$ cat src/rtl/lm07_read_sequencer.sv
// SPI read master for LM07/LM70-family temperature sensors: on-demand or periodic 16-bit reads.
// Optional threshold alarm with hysteresis when LM07_ALARM_EN is defined.
module lm07_read_sequencer #(
    parameter int unsigned CLK_DIV     = 2,
    parameter int unsigned NBITS       = 16,
    parameter int unsigned CS_HOLD     = 4,
    parameter int unsigned POLL_PERIOD = 1024
) (
    input  logic              clk,
    input  logic              rst_n,
    input  logic              ena,
    input  logic              start,
    input  logic              auto_en,
    input  logic              sio,
`ifdef LM07_ALARM_EN
    input  logic signed [8:0] thr_hi,
    input  logic signed [8:0] thr_lo,
    output logic              alarm,
`endif
    output logic              cs_n,
    output logic              sck,
    output logic              busy,
    output logic [15:0]       temp_raw,
    output logic [8:0]        temp_deg,
    output logic              temp_valid
);

    localparam int unsigned CntMax = (CLK_DIV > CS_HOLD) ? CLK_DIV : CS_HOLD;
    localparam int unsigned CntW   = $clog2(CntMax + 1);
    localparam int unsigned BitW   = (NBITS > 1) ? $clog2(NBITS) : 1;
    localparam int unsigned PollW  = $clog2(POLL_PERIOD);

    localparam logic [CntW-1:0]  DivLast  = CntW'(CLK_DIV - 1);
    localparam logic [CntW-1:0]  HoldLast = CntW'(CS_HOLD - 1);
    localparam logic [BitW-1:0]  BitLast  = BitW'(NBITS - 1);
    localparam logic [PollW-1:0] PollLast = PollW'(POLL_PERIOD - 1);

    typedef enum logic [1:0] {StIdle, StSetup, StShift, StHold} state_e;

    state_e           state_q, state_d;
    logic [CntW-1:0]  cnt_q, cnt_d;
    logic [BitW-1:0]  bit_q, bit_d;
    logic             sck_q, sck_d;
    logic             cs_n_q, cs_n_d;
    logic             busy_q, busy_d;
    logic [15:0]      shift_q, shift_d;
    logic [15:0]      raw_q, raw_d;
    logic             valid_q, valid_d;
    logic             pending_q, pending_d;
    logic [PollW-1:0] poll_cnt_q, poll_cnt_d;
    logic             poll_hit_q, poll_hit_d;
    logic             req, accept;
`ifdef LM07_ALARM_EN
    logic             alarm_q, alarm_d;
    logic signed [8:0] deg_new;
`endif

    always_comb begin
        state_d    = state_q;
        cnt_d      = cnt_q;
        bit_d      = bit_q;
        sck_d      = sck_q;
        cs_n_d     = cs_n_q;
        busy_d     = busy_q;
        shift_d    = shift_q;
        raw_d      = raw_q;
        valid_d    = 1'b0;
        req        = start | poll_hit_q | pending_q;
        accept     = 1'b0;

        case (state_q)
            StIdle: begin
                if (ena && req) begin
                    accept  = 1'b1;
                    state_d = StSetup;
                    cs_n_d  = 1'b0;
                    busy_d  = 1'b1;
                    cnt_d   = '0;
                    bit_d   = '0;
                    shift_d = '0;
                end
            end
            StSetup: begin
                if (cnt_q == DivLast) begin
                    state_d = StShift;
                    cnt_d   = '0;
                end else begin
                    cnt_d = cnt_q + CntW'(1);
                end
            end
            StShift: begin
                if (cnt_q == DivLast) begin
                    cnt_d = '0;
                    if (!sck_q) begin
                        // Sample on the rising sck edge; sensor changed sio on the previous fall.
                        sck_d   = 1'b1;
                        shift_d = {shift_q[14:0], sio};
                    end else begin
                        sck_d = 1'b0;
                        if (bit_q == BitLast) begin
                            cs_n_d  = 1'b1;
                            raw_d   = shift_q;
                            valid_d = 1'b1;
                            state_d = StHold;
                        end else begin
                            bit_d = bit_q + BitW'(1);
                        end
                    end
                end else begin
                    cnt_d = cnt_q + CntW'(1);
                end
            end
            StHold: begin
                if (cnt_q == HoldLast) begin
                    state_d = StIdle;
                    busy_d  = 1'b0;
                end else begin
                    cnt_d = cnt_q + CntW'(1);
                end
            end
            default: begin
                state_d = StIdle;
            end
        endcase

        // Any request not taken this cycle (busy or disabled) is remembered, one deep.
        pending_d = accept ? 1'b0 : (pending_q | start | poll_hit_q);

        poll_hit_d = auto_en & ~busy_q & (poll_cnt_q == PollLast);
        if (!auto_en || valid_d) begin
            poll_cnt_d = '0;
        end else if (!busy_q) begin
            poll_cnt_d = (poll_cnt_q == PollLast) ? '0 : poll_cnt_q + PollW'(1);
        end else begin
            poll_cnt_d = poll_cnt_q;
        end
    end

`ifdef LM07_ALARM_EN
    always_comb begin
        deg_new = $signed(shift_q[15:7]);
        alarm_d = alarm_q;
        if (valid_d) begin
            if (deg_new >= thr_hi) begin
                alarm_d = 1'b1;
            end else if (deg_new < thr_lo) begin
                alarm_d = 1'b0;
            end
        end
    end

    always_ff @(posedge clk or negedge rst_n) begin
        if (!rst_n) begin
            alarm_q <= 1'b0;
        end else begin
            alarm_q <= alarm_d;
        end
    end

    assign alarm = alarm_q;
`endif

    always_ff @(posedge clk or negedge rst_n) begin
        if (!rst_n) begin
            state_q    <= StIdle;
            cnt_q      <= '0;
            bit_q      <= '0;
            sck_q      <= 1'b0;
            cs_n_q     <= 1'b1;
            busy_q     <= 1'b0;
            shift_q    <= '0;
            raw_q      <= '0;
            valid_q    <= 1'b0;
            pending_q  <= 1'b0;
            poll_cnt_q <= '0;
            poll_hit_q <= 1'b0;
        end else begin
            state_q    <= state_d;
            cnt_q      <= cnt_d;
            bit_q      <= bit_d;
            sck_q      <= sck_d;
            cs_n_q     <= cs_n_d;
            busy_q     <= busy_d;
            shift_q    <= shift_d;
            raw_q      <= raw_d;
            valid_q    <= valid_d;
            pending_q  <= pending_d;
            poll_cnt_q <= poll_cnt_d;
            poll_hit_q <= poll_hit_d;
        end
    end

    assign cs_n       = cs_n_q;
    assign sck        = sck_q;
    assign busy       = busy_q;
    assign temp_raw   = raw_q;
    assign temp_deg   = raw_q[15:7];
    assign temp_valid = valid_q;

endmodule

$ cat config.mk
export PLATFORM = sky130hd
export DESIGN_NAME = lm07_read_sequencer
export DESIGN_NICKNAME = d
export VERILOG_FILES = /design/src/rtl/lm07_read_sequencer.sv
export SDC_FILE = /design/constraint.sdc
export NUM_CORES = 1
export LEC_CHECK = 0
export ABC_CLOCK_PERIOD_IN_PS = 2350
export CORE_ASPECT_RATIO = 0.6
export CORE_MARGIN = 2
export CORE_UTILIZATION = 57
export CTS_BUF_LIST = sky130_fd_sc_hd__clkbuf_8
export DETAILED_ROUTE_END_ITERATION = 10
export GPL_TIMING_DRIVEN = 0
export PLACE_DENSITY = 0.82
export REMOVE_ABC_BUFFERS = 1
export SETUP_SLACK_MARGIN = 0.3
export SYNTH_ARGS = -nofsm -noshare
export SYNTH_HDL_FRONTEND = slang
export SYNTH_SLANG_ARGS = --single-unit
$ cat constraint.sdc
create_clock -name clk -period 2.35 [get_ports clk]
set_input_delay 0.3525 -clock clk [delete_from_list [all_inputs] [get_ports clk]]
set_output_delay 0.3525 -clock clk [all_outputs]
set_load 0.02 [all_outputs]
* Word level (Yosys, flattened, before mapping) *
Index checks and enable logic that the tools add are counted.

cells by class
  reductions and logical operators = 15
  muxes and demuxes = 39
  $add $sub $neg = 3
  bitwise gates (word level) = 7
  equality and inequality tests = 17

operators by type and width
  cell                   number
  $mux 16                3
  $pmux 16 s2            1
  $mux 10                3
  $ne 2x2->1 const B     9
  $mux 4                 4
  $mux 1                 14
  $mux 2                 6
  $add 10x1->10 const B  1
  $eq 10x10->1 const B   1
  $reduce_and 5->1       2
  $mux 3                 3
  $pmux 3 s3             1
  $pmux 2 s4             1
  $pmux 4 s2             1
  $reduce_and 4->1       2
  $reduce_and 6->1       1
  $add 4x1->4 const B    1
  $eq 2x2->1 const B     2
  $eq 4x4->1 const B     1
  $or 1x1->1             4
  $pmux 1 s2             2
  $reduce_and 2->1       2
  $reduce_bool 2->1      2
  $add 3x1->3 const B    1
  12 further kinds       13

word-level totals
  word-level logic and storage cells = 93
  bits in registers = 57

* Depth between registers and ports, before layout *
  depth in word-level cells = 7
  depth in mapped cells = 8
  depth with buffers taken out = 6

* Least setup slack after synthesis *
Ideal clock, no wire load.

  path type = register -> register
  start = register state_q[0]
  end = register raw_q[0], in the netlist temp_raw[0]
  arrival time = 1.699 ns
  cell stages (with the launch flop) = 8
  path slack = 0.526 ns
  clock period less this slack = 1.824 ns
  cell sequence = dfrtp_1 inv_1 ha_1 buf_6 nand3b_4 nor3_4 buf_12 mux2_4

between the ends
  cells in the longest elaborated chain, start to end = 2

ends and longest elaborated chain
  element                     RTL line  RTL
  start: declaration          40        state_e state_q, state_d;
  start signal: assignment    165       state_q <= StIdle;
  start signal: assignment    178       state_q <= state_d;
  $eq 2x2->1                  71        case (state_q)
  $reduce_and 4->1 (no line)  n/a
  end signal: assignment      185       raw_q <= raw_d;
  end: declaration            47        logic [15:0] raw_q, raw_d;

Every way passes these cells.
A chain may end at the register's enable or synchronous reset.

* Final worst setup path *
  start = register state_q[0]
  end = register raw_q[12], in the netlist temp_raw[12]

Same word-level chain as after synthesis.

==> impl_metrics.toml <==
[grt]
antenna_found_initial = 0
grt_max_degree = 36
gr-total-overflow = 0
grt_pass1_wl_um = 8907
grt_pass1_vias = 1824
grtUsageTotal_pct = 22.05

[yosys]
synth.avg_cell_area_um2 = 12.14
syn_inst = 223
ys_ff_latch = 57
synth_most_common_cell = "dfrtp_1"
yosysSeqAreaShare_pct = 52.73
synth_edf_count = 0
synth_flop_cell = "dfrtp_1"
syn_area_um2 = 2708
synth_top_area_cell = "dfrtp_1"
netlist_top_cells_area = "dfrtp_1 52%, a22o_1 5.2%, ha_1 4.6%"
yosys_warnings = 0
yosysUniqueCellTypes = 57
yosys-top-cells-count = "56 x dfrtp_1, 16 x a22o_1, 15 x nand2_1"
async_reset_ff_share_pct = 100.0
yosysTopAreaCellShare_pct = 51.76

[clock_network]
clock-sinks = 57
clk_latency_ns = 0.34
cts_max_level = 3
tritoncts = "done"
clk_pin_slew_ns = 0.07
cts_buffers = 9
cts_buffer_depth = 2
cts_root_buf = "clkbuf_8"

[critical_path]
rr_worst_depth = 6
critPathMaxStageDelay_ns = 0.40
crit_type = "flip-flop to flip-flop"
worst_path_max_delay_cell = "dfrtp_1"
r2r_setup_slack_ns = 0.47
path_max_fanout = 18
worstSetupEndpointType = "flip-flop"
path_cells = "inv_1 > ha_4 > nand3b_4 > nor3_4 > buf_12 > mux2_2"
required_ns = 2.58
cp_data_arrival_time_ns = 2.11
crit_buf_inv = 2
cpLargestDelayFamily = "flip-flops"
worstSetupStartpointType = "flip-flop"
path_depth = 6

[sta]
maxSlewViolCount = 0
final.setup.tns_ns = 0
hold_viol_final = 0
final.min_clock_period_ns = 1.880
fin_skew_ns = 0.01032
max_freq_ghz = 0.5319
slew_headroom_pct = 64.95
hold_ws_ns = 0.5068
rsz0062_at_grt = "false"
finalSetupViolCount = 0
layout_setup_ws_ns = 0.4698
fin_crit_sh_pct = 80.01
tightest_slew_ns = 0.5258

[die]
die_x_um = 92.98
rows = 19
die_h_um = 57.39
core_area_um2 = 4564
ios = 35
dieArea_um2 = 5335
initial_utilization_pct = 59.32

[route]
drtAntennaViolNets = 0
drt-vias-per-instance = 5.716
initialDrtViolationCount = 107
num_vias = 1869
drc_errors = 0
dr.pass1.iters = 4
drt-total-wl_um = 5201
routedWlPerCell_um = 15.91

[final_layout]
layout.nets = 275
drive_gt1_share_pct = 20.45
final_core_util_pct = 73.55
area_growth_pct = 23.98
num_antenna_cells = 0

[outcome]
status = "complete, no violations"

[power]
p_per_area_nw_per_um2 = 647.0
p_leak_nw = 1.515
ir_drop_mv = 0.5514

[place]
portBuffers = 34
place_congestion = 0.7764
dp_slack_ns = -0.2326
hpwl_um = 3349

[min_path]
hp-class = "input pin to async pin"

[job]
maxCapViolCount = 0
-- per-stage QoR --
| stage | instances | instance area, um2 | power [W] |
|---|---|---|---|
| after floorplan | 207 | 2582 | 0.001084 |
| after detailed placement | 305 | 3017 | 0.001153 |
| final | 327 | 3357 | 0.002172 |
| after global placement | 304 | 3002 | 0.001147 |
| after CTS | 323 | 3284 | 0.002187 |
| after global routing | 327 | 3357 | 0.002245 |
-- layout make-up --
class                           count  area, um2
Sequential cell                    57       1429
Fill cell                         302       1207
Timing Repair Buffer               41      427.9
Clock inverter                      7      102.6
Tap cell                           63      78.83
Multi-Input combinational cell    141       1161
Clock buffer                        9      123.9
Inverter                            9      33.78
-- per-layer routing --
metal | track usage, % | share of wire, % | wire (um) | vias up
met5 | 0 | 0 | 0 | -
met4 | 9.244 | 1.7 | 88 | 0
met3 | 7.398 | 4.9 | 257 | 10
li1 | - | - | - | 873
met2 | 31.06 | 44 | 2309 | 50
met1 | 31.61 | 49 | 2546 | 936
-- sequential cells by signal, indices dropped and copies added (netlist names) --
signal	count
cs_n	1
temp_raw	16
busy	1
temp_valid	1
poll_cnt_q	10
sck	1
bit_q	4
state_q	2
cnt_q	3
poll_hit_q	1
shift_q	16
pending_q	1
-- cells by family (layout without fill, tap and decap cells) --
logic type / after synthesis / in the layout / share of synthesized area, %
DFF: 57 / 57 / 52.73
xor gates and xnor gates: 5 / 5 / 1.618
buffers and inverters: 25 / 66 / 5.868
muxes: 19 / 19 / 8.919
adders and majority gates: 10 / 10 / 4.621
AOI/OAI and AO/OA: 50 / 50 / 13.91
and+or+nand+nor: 57 / 57 / 12.34
-- report_power, final --
part / internal (W) / switching (W)
clock network: 0.000605 / 0.000428
registers: 0.00100 / 0.0000182
logic: 0.0000606 / 0.0000567
-- final timing paths --
check | start | endpoint
max | state_q[0] | temp_raw[12]
min | rst_n | poll_cnt_q[3]
max reg2reg | state_q[0] | temp_raw[12]
min reg2reg | temp_raw[6] | temp_raw[6]
max in group asynchronous | rst_n | cs_n
min in group clk | temp_raw[6] | temp_raw[6]
-- what timing repair did --
item                                    CTS  global route
endpoints found under the setup margin   44            45
hold endpoints to repair                 22             0
resized for setup                         2             5
setup buffers                             1             4
gates cloned                              0             0
hold buffers                              1             0
pin swaps                                 1             2
-- placed cells by master, fill, tap and decap left out, types with 3 or more instances in the layout --
cell type,count
dfrtp_1,55
clkdlybuf4s50_1,33
a22o_1,16
nand2_1,15
nor2_1,12
a21oi_1,10
inv_1,9
mux2_2,9
ha_1,9
clkbuf_8,9
mux2_4,8
nand3_1,4
nor3_1,3
nor2b_1,3
xor2_1,3
clkinv_4,3
buf_12,3
buf_4,3
Note: power is estimated with default switching activity, not from simulation.
